File: src/rtl/iq_deserializer.sv
// Serial-to-parallel I/Q frame receiver: finds the frame alignment, verifies it, tracks lock and counts sync errors.
// Optional build macro IQDESER_CTRL_STRIP_EN: drop the word control bit (LSB) and sign-extend the 13-bit sample.
`timescale 1ns/1ps
module iq_deserializer #(
   parameter int unsigned LOCK_FRAMES = 4,
   parameter int unsigned MISS_LIMIT  = 3,
   parameter int unsigned ERRCNT_W    = 16
) (
   input  logic                clk,
   input  logic                rst,
   input  logic                bit_en,
   input  logic                serial_in,
   output logic [13:0]         i_out,
   output logic [13:0]         q_out,
   output logic                iq_valid,
   output logic                locked,
   output logic [ERRCNT_W-1:0] sync_err_cnt
);

   typedef enum logic [1:0] {HUNT, VERIFY, LOCKED} state_t;

   localparam logic [3:0] LOCK_N = 4'(LOCK_FRAMES);
   localparam logic [3:0] MISS_N = 4'(MISS_LIMIT);

   state_t      state;
   logic [31:0] shreg;
   logic [31:0] shreg_nxt;
   logic [4:0]  bit_cnt;
   logic [3:0]  good_cnt;
   logic [3:0]  miss_cnt;
   logic        good;
   logic [13:0] i_word;
   logic [13:0] q_word;
   logic [13:0] i_dec;
   logic [13:0] q_dec;

   // Frame checks look at the contents including the bit accepted this cycle
   always_comb begin
      shreg_nxt = {shreg[30:0], serial_in};
      good      = (shreg_nxt[31:30] == 2'b10) && (shreg_nxt[15:14] == 2'b01);
      i_word    = shreg_nxt[29:16];
      q_word    = shreg_nxt[13:0];
`ifdef IQDESER_CTRL_STRIP_EN
      i_dec     = {i_word[13], i_word[13:1]};
      q_dec     = {q_word[13], q_word[13:1]};
`else
      i_dec     = i_word;
      q_dec     = q_word;
`endif
   end

   always_ff @(posedge clk) begin
      if (rst) begin
         state        <= HUNT;
         shreg        <= '0;
         bit_cnt      <= '0;
         good_cnt     <= '0;
         miss_cnt     <= '0;
         i_out        <= '0;
         q_out        <= '0;
         iq_valid     <= 1'b0;
         locked       <= 1'b0;
         sync_err_cnt <= '0;
      end else begin
         iq_valid <= 1'b0;
         if (bit_en) begin
            shreg   <= shreg_nxt;
            // 5-bit counter wraps on its own; 31 marks the 32nd bit since the last check
            bit_cnt <= bit_cnt + 5'd1;
            case (state)
               HUNT: begin
                  if (good) begin
                     bit_cnt  <= '0;
                     good_cnt <= 4'd1;
                     if (LOCK_N == 4'd1) begin
                        state    <= LOCKED;
                        locked   <= 1'b1;
                        miss_cnt <= '0;
                     end else begin
                        state <= VERIFY;
                     end
                  end
               end
               VERIFY: begin
                  if (bit_cnt == 5'd31) begin
                     if (good) begin
                        good_cnt <= good_cnt + 4'd1;
                        if ((good_cnt + 4'd1) == LOCK_N) begin
                           state    <= LOCKED;
                           locked   <= 1'b1;
                           miss_cnt <= '0;
                        end
                     end else begin
                        state    <= HUNT;
                        good_cnt <= '0;
                     end
                  end
               end
               LOCKED: begin
                  if (bit_cnt == 5'd31) begin
                     if (good) begin
                        i_out    <= i_dec;
                        q_out    <= q_dec;
                        iq_valid <= 1'b1;
                        miss_cnt <= '0;
                     end else begin
                        if (sync_err_cnt != '1)
                           sync_err_cnt <= sync_err_cnt + 1'b1;
                        if ((miss_cnt + 4'd1) == MISS_N) begin
                           state    <= HUNT;
                           locked   <= 1'b0;
                           good_cnt <= '0;
                           miss_cnt <= '0;
                        end else begin
                           miss_cnt <= miss_cnt + 4'd1;
                        end
                     end
                  end
               end
               default: begin
                  state  <= HUNT;
                  locked <= 1'b0;
               end
            endcase
         end
      end
   end

endmodule

File: config.mk
export PLATFORM = sky130hd
export DESIGN_NAME = iq_deserializer
export DESIGN_NICKNAME = d
export VERILOG_FILES = /design/src/rtl/iq_deserializer.sv
export SDC_FILE = /design/constraint.sdc
export NUM_CORES = 1
export LEC_CHECK = 0
export ABC_AREA = 1
export BUFFER_PORTS_ARGS = -buffer_cell sky130_fd_sc_hd__clkbuf_2
export CELL_PAD_IN_SITES_DETAIL_PLACEMENT = 1
export CELL_PAD_IN_SITES_GLOBAL_PLACEMENT = 1
export CORE_MARGIN = 3
export CORE_UTILIZATION = 37
export DETAILED_ROUTE_END_ITERATION = 6
export HOLD_SLACK_MARGIN = 0.03
export PLACE_DENSITY = 0.7
export SETUP_SLACK_MARGIN = 0.4
export SLEW_MARGIN = 10
export SYNTH_ARGS = -nofsm -noshare
export SYNTH_HDL_FRONTEND = slang
export SYNTH_SLANG_ARGS = --single-unit
File: constraint.sdc
create_clock -name clk -period 1.88 [get_ports clk]
set_clock_uncertainty 0.15 [all_clocks]
set_input_delay 0.094 -clock clk [delete_from_list [all_inputs] [get_ports clk]]
set_output_delay 0.094 -clock clk [all_outputs]
set_load 0.03 [all_outputs]
==> results.md, run 1 <==
- Status: complete, no violations
- Die W: 110 um
- Clk_lat worst skew: between 0.3 and 0.4 ns
- DRT antenna net count: 0
- Initial cell density of the core: 0.383
- WS Path Type: flip-flop to flip-flop
- Initial antenna violation count: 0
- Layout cells sized above 1: 0.327
- Synthesized-area fraction occupied by xor and xnor cells: 0.0286
- RSZ-0062 raised after global routing: true
- Crit path time final: 1.86 ns
- Critical path cell sequence: ha_4, and3_4, ha_4, nand2_4, nor2_4, nand2_4, nand2_8, inv_12, nand2_2, a21oi_1
- Max-slew violations: 0
- Die H: 110 um
- Simple-gate share of the synthesized area: 0.281
- Synth warn: 0
- Worst-case vdd ir drop: 0.425 mV
- Final worst-path cycle share: 0.989
- Via count: 3829
- #FFs+latches synth: ~90
- Drt drc: 0
- Final setup fails: 0
- First-pass GRT wire length: 18700 um
- WP data required: between 1.5 and 2 ns
- Sink Count: 92
- Crit path launch type: flip-flop
- H-Tree Depth: 3
- Routability cong.: between 0.8 and 0.9
- Grt total ovfl: 0
- Gr usage total: 0.197
- Switching part of the total: 0.303
- Leakage: 2.30 nW
- Mapped Nets: between 500 and 600
- Netlist cell types: 30
- First-pass DRT Iterations: 4
- Max stage delay cell, worst path: dfxtp_2
- Vias in the first global route: 3804
- Largest net degree at the start of global routing: 44
- Drt wl/cell: 14.7 um
- IO Port Bufs: 49
- Critical path buffer and inverter count: 1
- Max Cap Viol: 0
- Hold Crit Class: primary input to flip-flop
- Multiplexer share of the synthesized area: 0
- Clock slew at reported path FFs: 0.10 ns
- Synth Area in Compound Gates: 0.128
- Die ar.: 12100 um2
- NetSw: 0.00117 W
- FP Rows: 37
- P&R area growth vs syn: 33.2%
- Crit path max-delay family: simple AND/OR/NAND/NOR gates
- Top Ports: 50
- Critical Path End Type: flip-flop
- Mean area per synthesized cell: 7.28 um2
- Sequential element share of the synthesized area: 0.462
- # nets final: 637
- Core Region: approximately 10000 um2
- Setup TNS: 0 ns
- Slew Limit Headroom: 0.636
- Iter 0 DRT Violations: between 100 and 150
- Largest family of logic cells by synthesized area: simple AND/OR/NAND/NOR gates
- DR vias/cell: ~5
- Cell area power density: 727 nW/um2
- CTS tree: built
- Worst EP arrival: 1.96 ns
- Achievable clock frequency: 0.538 GHz
- Clock buffer depth: 2
- Final worst setup slack: 0.0209 ns
- HPWL reported at the end of detailed placement: 6810 um
- Slew @ Worst Pin: 0.545 ns
- Crit path max fanout: 8
- Comb pwr share: 0.109
- Final hold violations: 0
- Sequential Power Share: 0.537
- Mapped Cells: between 500 and 600
- Clock power frac: 0.353
- Detailed Route WL: 11200 um
- # diodes: 0
- Pwr Total: 0.00386 W
- Setup Slack @ Placement: ~0.017 ns
- Power Internal: 0.00269 W
- Synthesized area: 3990 um2
- CTS buffer count: 9
- Max incr delay on CP: 0.37 ns
- Adder-cell share of the synthesized area: 0.0345
- CTS root buf: clkbuf_8
## final cells by class
type | count | area (um2)
fill | 1329 | 5110
tap | 136 | 170
inverter | 38 | 155
timing repair inverter | 1 | 11.3
timing repair buffer | 83 | 641
clock inverter | 7 | 73.8
clock buffer | 9 | 124
sequential | 92 | 1870
multi-input combinational | 397 | 2260
## what timing repair did
action / in CTS / in global routing
pin swaps: 23 / 15
setup buffers: 10 / 2
endpoints found under the setup margin: 56 / 62
hold endpoints to repair: 7 / 0
gates cloned: 6 / 0
resized for setup: 65 / 40
hold buffers: 3 / 0
## registers in the layout (all words and copies together) (netlist names)
register,count
iq_valid,1
bit_cnt,5
sync_err_cnt,16
i_out,14
shreg,31
state,2
good_cnt,4
miss_cnt,4
locked,1
q_out,14
## cell usage in the layout, fill, tap and decap left out, drive strengths merged, types with 8 or more instances in the layout
cell type / n
ha: 11
nor2: 148
nand3: 15
o21ai: 62
dfxtp: 92
buf: 31
a21oi: 30
nand2: 95
xor2: 10
clkbuf: 58
inv: 43
nor3: 8
## metal layers
metal / up-vias / share of wire / GRT usage
li1: 1908 / - / -
met1: 1863 / 0.46 / 0.244
met2: 44 / 0.50 / 0.338
met3: 14 / 0.027 / 0.0446
met4: 0 / 0.015 / 0.0632
met5: - / 0 / 0
## metrics by stage
stage	hold slack [ns]	cells	instance area, um2	util
6_report	0.148	763	5310	0.510
5_1_grt	0.169	763	5310	0.510
4_1_cts	0.136	761	5180	0.497
3_5_place_dp	0.210	726	4530	0.434
3_3_place_gp	0.192	726	4530	0.434
2_1_floorplan	0.0225	548	4110	-
## worst min-delay path: stages
cell and delay (ns):
clkbuf_2 0.14, buf_4 0.25, a21oi_1 0.15
## logic make-up (layout without fill, tap and decap cells)
logic type | after synthesis | in the layout
buf+inv | 61 | 138
simple gates | 272 | 274
xor+xnor | 13 | 13
fa+ha+maj | 11 | 11
flops | 92 | 92
compound gates | 99 | 99
## cell usage after synthesis, drive strengths merged
| master | count | share of area |
|---|---|---|
| a211oi | 5 | 0.0094 |
| dfxtp | 92 | 0.46 |
| nor3 | 8 | 0.014 |
| nand2 | 93 | 0.093 |
| nor3b | 2 | 0.0038 |
| buf | 7 | 0.013 |
| nand3 | 15 | 0.020 |
| a31oi | 1 | 0.0016 |
| a21oi | 30 | 0.038 |
| o21ai | 62 | 0.078 |
| nand4 | 5 | 0.0078 |
| inv | 38 | 0.037 |
| ha | 11 | 0.035 |
| clkbuf | 16 | 0.015 |
| and3 | 1 | 0.0016 |
| nor2 | 148 | 0.14 |
| o31ai | 1 | 0.0019 |
| xor2 | 10 | 0.022 |
| xnor2 | 3 | 0.0066 |
## power by group through the flow
stage | Sequential [W] | Combinational [W] | Clock (W)
3_5_place_dp | 0.00212 | 0.000367 | 0
5_1_grt | 0.00209 | 0.000480 | 0.00151
3_3_place_gp | 0.00211 | 0.000353 | 0
4_1_cts | 0.00207 | 0.000398 | 0.00140
2_1_floorplan | 0.00211 | 0.000262 | 0
6_report | 0.00208 | 0.000422 | 0.00136
## final timing paths
kind              slack, ns                to  cells past startpoint   startpoint
setup / recovery       0.02  sync_err_cnt[10]                     10   bit_cnt[0]
hold reg to reg        0.33       miss_cnt[3]                      2  miss_cnt[3]
hold / removal         0.15         shreg[13]                      3       bit_en
setup reg to reg       0.02  sync_err_cnt[10]                     10   bit_cnt[0]
Note: power is estimated with default switching activity, not from simulation.
==> run 2, diff against run 1 <==
Settings changed: CORE_MARGIN 3 to default.
==> run 2 against run 1 <==
Compared with the run above:
- the run now ends with negative setup slack left
- largest cell class unchanged
- sequential share of layout area about the same
- register-to-register slack lost 0.02 ns
- combinational power increased by 7.1%
- die area shrank 7.2%
- hold slack lost 0.14 ns
- clock power rose by 4%
- via count decreased by 0.73%
==> results.md, run 2 (synthesis gave the netlist of run 1 again) <==
- Status: finished with violations
- Failing checks: negative setup slack
- Max reg flops: 31
- Switching part of the total: 0.279
- Final hold violations: 0
- Final worst-path cycle share: 1.00
- First-pass DRT Iterations: 6
- Largest net degree at the start of global routing: 39
- Hold Crit Class: primary input to flip-flop
- Final worst setup slack: -0.00396 ns
- # nets final: 628
- Critical Path End Type: flip-flop
- Drt wl/cell: 14.7 um
- Max Cap Viol: 0
- HPWL reported at the end of detailed placement: 6650 um
- Initial cell density of the core: 0.385
- Core Region: 10400 um2
- Worst-case vdd ir drop: about 0.38 mV
- NetSw: 0.00110 W
- Iter 0 DRT Violations: 120
- Drt drc: 0
- Grt total ovfl: 0
- Vias in the first global route: roughly 3700
- Clock buffer depth: 2
- Most common cell after layout, fill and taps aside: nor2_1
- Layout cells sized above 1: 0.333
- DR vias/cell: 5.04
- Final setup fails: 1
- Die W: 106 um
- P&R area growth vs syn: 33.4%
- CTS tree: built
- Pwr Total: 0.00395 W
- Clock slew at reported path FFs: ~0.10 ns
- Reg2reg setup slack: -0.004 ns
- CTS root buf: clkbuf_8
- Crit path capture: i_out[5]
- Commonest non-fill, non-tap cells in the layout: nor2_1, dfxtp_1, nand2_1
- Power Internal: 0.00285 W
- Largest Register: shreg
- Gr usage total: 0.198
- Achievable clock frequency: 0.531 GHz
- Setup TNS: -0.00396 ns
- Crit path time final: 1.88 ns
- DRT antenna net count: 0
- Max-slew violations: 0
- Slew Limit Headroom: 0.461
- Crit path launch type: flip-flop
- Crit Reg-Reg Startpoint: bit_cnt[0]
- WP data required: 2.02 ns
- Reg2Reg Depth: 9
- CTS buffer count: 9
- Die ar.: 11200 um2
- Reg-to-reg endpoint: i_out[5]
- Cell area power density: between 700 and 800 nW/um2
- FP Rows: 37
- WS Path Type: flip-flop to flip-flop
- Slew @ Worst Pin: 0.807 ns
- Largest regs: shreg (31), sync_err_cnt (16)
- IO Port Bufs: 49
- Worst EP arrival: 2.02 ns
- Setup crit start: bit_cnt[0]
- H-Tree Depth: 3
- Sink Count: 92
- Initial antenna violation count: 0
- Fillers: 1286
- Crit path max fanout: 5
- Top Ports: 50
- Placed Area: about 4500 um2
- RSZ-0062 raised after global routing: true
- Final Cell Area: between 5000 and 6000 um2
- Via count: ~3800
- Routability cong.: 0.800
- Hold_sp: rst
- Detailed Route WL: approximately 11000 um
- # diodes: 0
- Clock power frac: 0.360
- Comb pwr share: 0.114
- Setup Slack @ Placement: 0.00253 ns
- First-pass GRT wire length: 17600 um
- Die H: 106 um
- Clk_lat worst skew: 0.38 ns
- Leakage: 2.23 nW
- Sequential Power Share: 0.525
## run 2: how the worst min path moves through the flow
stage,cells past startpoint,end,slack (ns)
2_1_floorplan,1,i_out[4],0.02
3_3_place_gp,3,shreg[0],0.19
3_5_place_dp,3,q_out[0],0.20
4_1_cts,3,sync_err_cnt[2],-0.02
5_1_grt,3,sync_err_cnt[0],0.02
6_report,3,sync_err_cnt[9],0.01
## run 2: power by group through the flow
stage	Clock, W	Sequential (W)	Combinational [W]
2_1_floorplan	0	0.00211	0.000262
3_3_place_gp	0	0.00211	0.000354
3_5_place_dp	0	0.00212	0.000368
4_1_cts	0.00146	0.00207	0.000387
5_1_grt	0.00153	0.00209	0.000512
6_report	0.00142	0.00208	0.000452
## run 2: worst max-delay path, stage by stage, from the launching register on
cell and delay, ns:
dfxtp_4 0.37, ha_4 0.12, and3_4 0.19, ha_4 0.16, nand2_4 0.08, nor3_4 0.22
buf_12 0.16, buf_12 0.13, nor2_1 0.04, a211oi_1 0.17
## run 2: area by class of cell
cell class                 count  area, um2  share of cell area
multi-input combinational    397       2340               0.440
tap                          136        170              0.0320
timing repair buffer          74        562               0.106
timing repair inverter         1       11.3             0.00212
clock buffer                  10        138              0.0259
inverter                      38        155              0.0292
sequential                    92       1880               0.352
clock inverter                 6       70.1              0.0132
## run 2: timing repair
| item | CTS | global route |
|---|---|---|
| endpoints found under the setup margin | 61 | 61 |
| cloned | 3 | 4 |
| setup buffers | 3 | 2 |
| endpoints found under the hold margin | 4 | 1 |
| pin swaps | 6 | 44 |
| hold buffers | 3 | 1 |
| gates resized for setup | 35 | 90 |
## run 2: metrics by stage
| step | hold slack, ns | utilization | instances |
|---|---|---|---|
| CTS | -0.0247 | 0.476 | 747 |
| floorplan | 0.0225 | - | 548 |
| detailed placement | 0.204 | 0.436 | 722 |
| finish | 0.0100 | 0.513 | 754 |
| global route | 0.0238 | 0.513 | 754 |
| global placement | 0.192 | 0.436 | 722 |
## run 2: routing by layer
layer / global-route usage / share of wire / vias to the layer above
met5: 0 / 0 / -
met4: 0.0704 / 0.020 / 0
met3: 0.0383 / 0.023 / 17
met2: 0.338 / 0.51 / 49
met1: 0.246 / 0.45 / 1850
li1: - / - / 1885
